`src/rtl/alu_div_seq.sv`:
```
// Sequential radix-2 restoring divider for DIV/DIVU/REM/REMU with a fixed WIDTH+2 cycle latency.
// Operands are latched on start; signs are applied and special cases resolved in a single FIX cycle.
module alu_div_seq #(
  parameter int unsigned WIDTH = 32
) (
  input  logic             clk_i,
  input  logic             rst_i,
  input  logic             start_i,
  input  logic             signed_i,
  input  logic [WIDTH-1:0] a_i,
  input  logic [WIDTH-1:0] b_i,
  output logic             busy_o,
  output logic             done_o,
  output logic [WIDTH-1:0] q_o,
  output logic [WIDTH-1:0] r_o,
  output logic             div0_o
);

  localparam int unsigned CNT_W = 6;
  localparam logic [WIDTH-1:0] MIN_NEG = {1'b1, {(WIDTH-1){1'b0}}};
  localparam logic [CNT_W-1:0] LAST_ITER = CNT_W'(WIDTH - 1);

  typedef enum logic [1:0] {
    S_IDLE,
    S_CALC,
    S_FIX,
    S_DONE
  } state_t;

  state_t r_state;
  state_t w_state_nxt;

  logic             w_latch;
  logic             w_iter;
  logic             w_fix;
  logic             w_busy_nxt;
  logic             w_done_nxt;

  logic [CNT_W-1:0] r_cnt;
  logic [WIDTH-1:0] r_a_raw;
  logic [WIDTH-1:0] r_div;
  logic [WIDTH-1:0] r_rem;
  logic [WIDTH-1:0] r_quo;
  logic             r_q_neg;
  logic             r_r_neg;
  logic             r_div0;
  logic             r_ovf;

  logic             w_a_neg;
  logic             w_b_neg;
  logic [WIDTH-1:0] w_a_mag;
  logic [WIDTH-1:0] w_b_mag;
  logic [WIDTH:0]   w_shift;
  logic [WIDTH:0]   w_trial;
  logic [WIDTH-1:0] w_q_fix;
  logic [WIDTH-1:0] w_r_fix;

  // State register
  always_ff @(posedge clk_i) begin
    if (rst_i) begin
      r_state <= S_IDLE;
    end else begin
      r_state <= w_state_nxt;
    end
  end

  // Next-state and control strobes
  always_comb begin
    w_state_nxt = r_state;
    w_latch     = 1'b0;
    w_iter      = 1'b0;
    w_fix       = 1'b0;
    w_busy_nxt  = 1'b0;
    w_done_nxt  = 1'b0;
    case (r_state)
      S_IDLE: begin
        if (start_i) begin
          w_latch     = 1'b1;
          w_state_nxt = S_CALC;
        end
      end
      S_CALC: begin
        w_iter = 1'b1;
        if (r_cnt == LAST_ITER) begin
          w_state_nxt = S_FIX;
        end
      end
      S_FIX: begin
        w_fix       = 1'b1;
        w_state_nxt = S_DONE;
      end
      S_DONE: begin
        if (start_i) begin
          w_latch     = 1'b1;
          w_state_nxt = S_CALC;
        end else begin
          w_state_nxt = S_IDLE;
        end
      end
      default: w_state_nxt = S_IDLE;
    endcase
    w_busy_nxt = (w_state_nxt == S_CALC) || (w_state_nxt == S_FIX);
    w_done_nxt = (w_state_nxt == S_DONE);
  end

  // Operand conditioning, one restoring step, and sign/special-case fixup
  always_comb begin
    w_a_neg = signed_i & a_i[WIDTH-1];
    w_b_neg = signed_i & b_i[WIDTH-1];
    w_a_mag = w_a_neg ? (~a_i + WIDTH'(1)) : a_i;
    w_b_mag = w_b_neg ? (~b_i + WIDTH'(1)) : b_i;
    w_shift = {r_rem, r_quo[WIDTH-1]};
    w_trial = w_shift - {1'b0, r_div};
    w_q_fix = r_q_neg ? (~r_quo + WIDTH'(1)) : r_quo;
    w_r_fix = r_r_neg ? (~r_rem + WIDTH'(1)) : r_rem;
    if (r_div0) begin
      w_q_fix = '1;
      w_r_fix = r_a_raw;
    end else if (r_ovf) begin
      w_q_fix = MIN_NEG;
      w_r_fix = '0;
    end
  end

  // Datapath and registered outputs; r_quo holds the dividend and fills with quotient bits
  always_ff @(posedge clk_i) begin
    if (rst_i) begin
      r_cnt   <= '0;
      r_a_raw <= '0;
      r_div   <= '0;
      r_rem   <= '0;
      r_quo   <= '0;
      r_q_neg <= 1'b0;
      r_r_neg <= 1'b0;
      r_div0  <= 1'b0;
      r_ovf   <= 1'b0;
      busy_o  <= 1'b0;
      done_o  <= 1'b0;
      q_o     <= '0;
      r_o     <= '0;
      div0_o  <= 1'b0;
    end else begin
      busy_o <= w_busy_nxt;
      done_o <= w_done_nxt;
      if (w_latch) begin
        r_cnt   <= '0;
        r_a_raw <= a_i;
        r_div   <= w_b_mag;
        r_rem   <= '0;
        r_quo   <= w_a_mag;
        r_q_neg <= w_a_neg ^ w_b_neg;
        r_r_neg <= w_a_neg;
        r_div0  <= (b_i == '0);
        r_ovf   <= signed_i && (a_i == MIN_NEG) && (b_i == '1);
      end else if (w_iter) begin
        r_cnt <= r_cnt + CNT_W'(1);
        r_quo <= {r_quo[WIDTH-2:0], ~w_trial[WIDTH]};
        r_rem <= w_trial[WIDTH] ? w_shift[WIDTH-1:0] : w_trial[WIDTH-1:0];
      end
      if (w_fix) begin
        q_o    <= w_q_fix;
        r_o    <= w_r_fix;
        div0_o <= r_div0;
      end
    end
  end

endmodule

```
`config.mk`:
```
export PLATFORM = sky130hd
export DESIGN_NAME = alu_div_seq
export DESIGN_NICKNAME = d
export VERILOG_FILES = /design/src/rtl/alu_div_seq.sv
export SDC_FILE = /design/constraint.sdc
export NUM_CORES = 1
export LEC_CHECK = 0
export ABC_CLOCK_PERIOD_IN_PS = 6350
export BUFFER_PORTS_ARGS = -buffer_cell sky130_fd_sc_hd__buf_2
export CAP_MARGIN = 10
export CELL_PAD_IN_SITES_DETAIL_PLACEMENT = 1
export CELL_PAD_IN_SITES_GLOBAL_PLACEMENT = 1
export CORE_ASPECT_RATIO = 1.1
export CORE_MARGIN = 5
export CORE_UTILIZATION = 49
export CTS_BUF_LIST = sky130_fd_sc_hd__clkbuf_4 sky130_fd_sc_hd__clkbuf_8
export CTS_CLUSTER_DIAMETER = 30
export CTS_CLUSTER_SIZE = 12
export DETAILED_ROUTE_END_ITERATION = 8
export HOLD_SLACK_MARGIN = 0.12
export PLACE_DENSITY = 0.9
export SYNTH_ARGS = -nofsm -noshare
export SYNTH_HDL_FRONTEND = slang
export SYNTH_SLANG_ARGS = --single-unit
```
`constraint.sdc`:
```
create_clock -name clk_i -period 6.35 [get_ports clk_i]
set_input_delay 0.3175 -clock clk_i [delete_from_list [all_inputs] [get_ports clk_i]]
set_output_delay 0.3175 -clock clk_i [all_outputs]
set_load 0.02 [all_outputs]
```
==> results.txt <==
Status: finished, final reports clean
Nets: 1793
Worst Setup SP: r_rem[2]
CTS tree: built
Post-Syn Area: 12300 µm²
Crit path arrival time: 4630 ps
FF-to-FF Start: r_rem[2]
CP max FO: 23
Met2 usage: 63.5%
Power density over the cells: 326 nW/µm²
Filler instances: 2982
DR pass1 iterations: 7
Placed wire-length estimate: 30200 µm
Yosys cell types: 66
Site Rows: 61
Drt drc: 0
Clk root buf: clkbuf_8
Worst relative slew slack: 13.6%
Worst Path Buf+Inv: 1
Max Slew Vio Count: 0
Initial DRC count: 1498
Port bufs: 134
Launch point of the worst hold path: b_i[25]
Final WL: 53300 µm
Initial Utilization: 49.3%
Largest net degree at the start of global routing: 92
Post-synthesis area per instance: 8.02 µm²
Crit share post-route: 66.0%
IO Count: 135
CTS buffer count: 47
Total grt overflow: 0
Setup Buffers After CTS: 0
Syn_nets: 1651
Initial antenna violation count: 1
Hold Crit Class: primary input to flip-flop
#FFs+latches synth: 207
Global-route met3 utilization: 7.07%
Most frequent cells in the layout: dfxtp_1, nor2_1, nand2_1
Tot Pwr: 0.00482 W
Drt via density: 6.70
Fin Setup TNS: 0 ps
GR peak layer: met2
Hold Buf Count CTS: 44
Die Y: 176 µm
Worst Path Required: 6780 ps
Startpoint types: flip-flop
Routed Antenna Nets: 0
Final Cell Area: 14800 µm²
Clock skew: 39.5 ps
Share of the synthesized area in the top cell type: 33.6%
Die footprint: 28500 µm²
DIE WIDTH: 161 µm
CP Cell Sequence: ha_1 > nand2_1 > a21oi_1 > o31a_1 > o31ai_2 > o21ai_0 > a21oi_1 > xnor2_4 > buf_4 > mux2i_1 > a21oi_1
H-tree levels: 2
Clock Latency Late Sink: 610 ps
Synthesis Warnings: 0
Sequential fraction of the synthesis area: 33.6%
Max Cap Viol: 0
Kind of critical path: flip-flop to flip-flop
Most used flip-flop cell after synthesis: dfxtp_1
Total number of vias: 13600
F_max: 0.239 GHz
Commonest non-fill, non-tap cell in the layout: dfxtp_1
Crit. End Element: flip-flop
Worst-margin pin slew: 1300 ps
First-pass GRT wire length: 82900 µm
Endpoints failing hold: 0
Slowest Stage Delay on Critical Path: 570 ps
Core area: 25000 µm²
Area after DPL: 13200 µm²
Overall routing resource usage: 36.6%
Slowest cell on crit path: a21oi_1
RSZ-0062 raised after global routing: no
Number of global-route vias before repair: 14200
GPL Wtd Cong: 0.895
Mapped Cells: 1539
Ys async rst share: 0%
Proportion of layout cells with a drive suffix above 1: 14.9%
Post-synth EDFFs: 0
Synth top area cells: dfxtp_1, xnor2_1, nor2_1, a21oi_1, mux2i_1
Clock sinks: 207
Peak VDD IR: 0.000157 V
N_diodes: 0
Critical path's top delay family: compound AO/OA/AOI/OAI gates
CTS Buffer Depth: 3
Yosys top cell by area: dfxtp_1
Setup violations, final: 0
Static Leak: 6.00 nW
Most frequent cell on the critical path: a21oi_1
Final Critical Period: 4190 ps
Resized cells post-CTS: 0
Layout Area Growth over Synthesis: 19.7%
M1 GR Usage: 40.9%
Wire length per cell: 26.2 µm
Clk slew on worst S/H paths: 80 ps
[per-stage QoR]
| step | setup slack, ps | hold slack (ps) | utilization, % | std cells |
|---|---|---|---|---|
| after global routing | 1940 | 152 | 59.0 | 2033 |
| after detailed placement | 2380 | 447 | 52.6 | 1903 |
| after global placement | 2530 | 442 | 52.6 | 1903 |
| final | 2160 | 151 | 59.0 | 2033 |
| after CTS | 2220 | 124 | 59.0 | 2033 |
| after floorplan | 3200 | 432 | - | 1539 |
[power by group]
group          total, W  switching [W]  internal, W
Sequential      0.00151       0.000123      0.00138
Clock           0.00191       0.000776      0.00113
Combinational   0.00140       0.000865     0.000539
[state kept, by name, indices dropped and copies added (netlist names)]
name,flops
r_state,2
busy_o,1
div0_o,1
r_div0,1
r_cnt,6
r_o,32
done_o,1
q_o,32
r_q_neg,1
r_rem,32
r_a_raw,32
r_ovf,1
r_quo,32
r_div,32
r_r_neg,1
[synth_stat cells, types with 31 or more instances]
| library cell | instances |
|---|---|
| clkbuf_1 | 88 |
| nand2_1 | 134 |
| mux2i_1 | 58 |
| ha_1 | 43 |
| nor2_1 | 180 |
| a21oi_1 | 132 |
| xor2_1 | 66 |
| dfxtp_1 | 207 |
| xnor2_1 | 79 |
| inv_1 | 55 |
| o22ai_1 | 31 |
| o21ai_0 | 84 |
| a211oi_1 | 57 |
[metal layers]
| metal | wire (µm) | up-vias |
|---|---|---|
| met5 | 0 | - |
| li1 | - | 5861 |
| met2 | 25700 | 873 |
| met3 | 4100 | 321 |
| met4 | 4090 | 0 |
| met1 | 19500 | 6562 |
[area by class of cell]
class | count | area [µm²] | share of cell area (%)
multi-input combinational | 1176 | 7650 | 51.8
sequential | 207 | 4140 | 28.1
timing repair buffer | 192 | 1220 | 8.25
clock buffer | 56 | 746 | 5.05
clock inverter | 30 | 404 | 2.74
tap | 315 | 394 | 2.67
inverter | 57 | 214 | 1.45
[worst paths after layout]
| check | slack (ps) | cells after the start | to |
|---|---|---|---|
| setup / recovery | 2160 | 11 | r_rem[29] |
| hold / removal | 150 | 3 | r_div[25] |
| setup reg to reg | 2160 | 11 | r_rem[29] |
| hold reg to reg | 470 | 2 | r_a_raw[18] |
[cell families after synthesis]
family | synth area share, %
AO/OA/AOI/OAI | 23.4
XOR/XNOR | 10.4
multiplexers | 4.70
AND/OR/NAND/NOR | 18.6
adder cells (fa/ha/maj) | 4.52
flip-flops | 33.6
buffers and inverters | 4.77
[worst min-delay path, stage by stage]
cell     delay [ps]
buf_2           150
xor2_1          100
o22ai_1         110
Power figures use the tool's default switching activity.
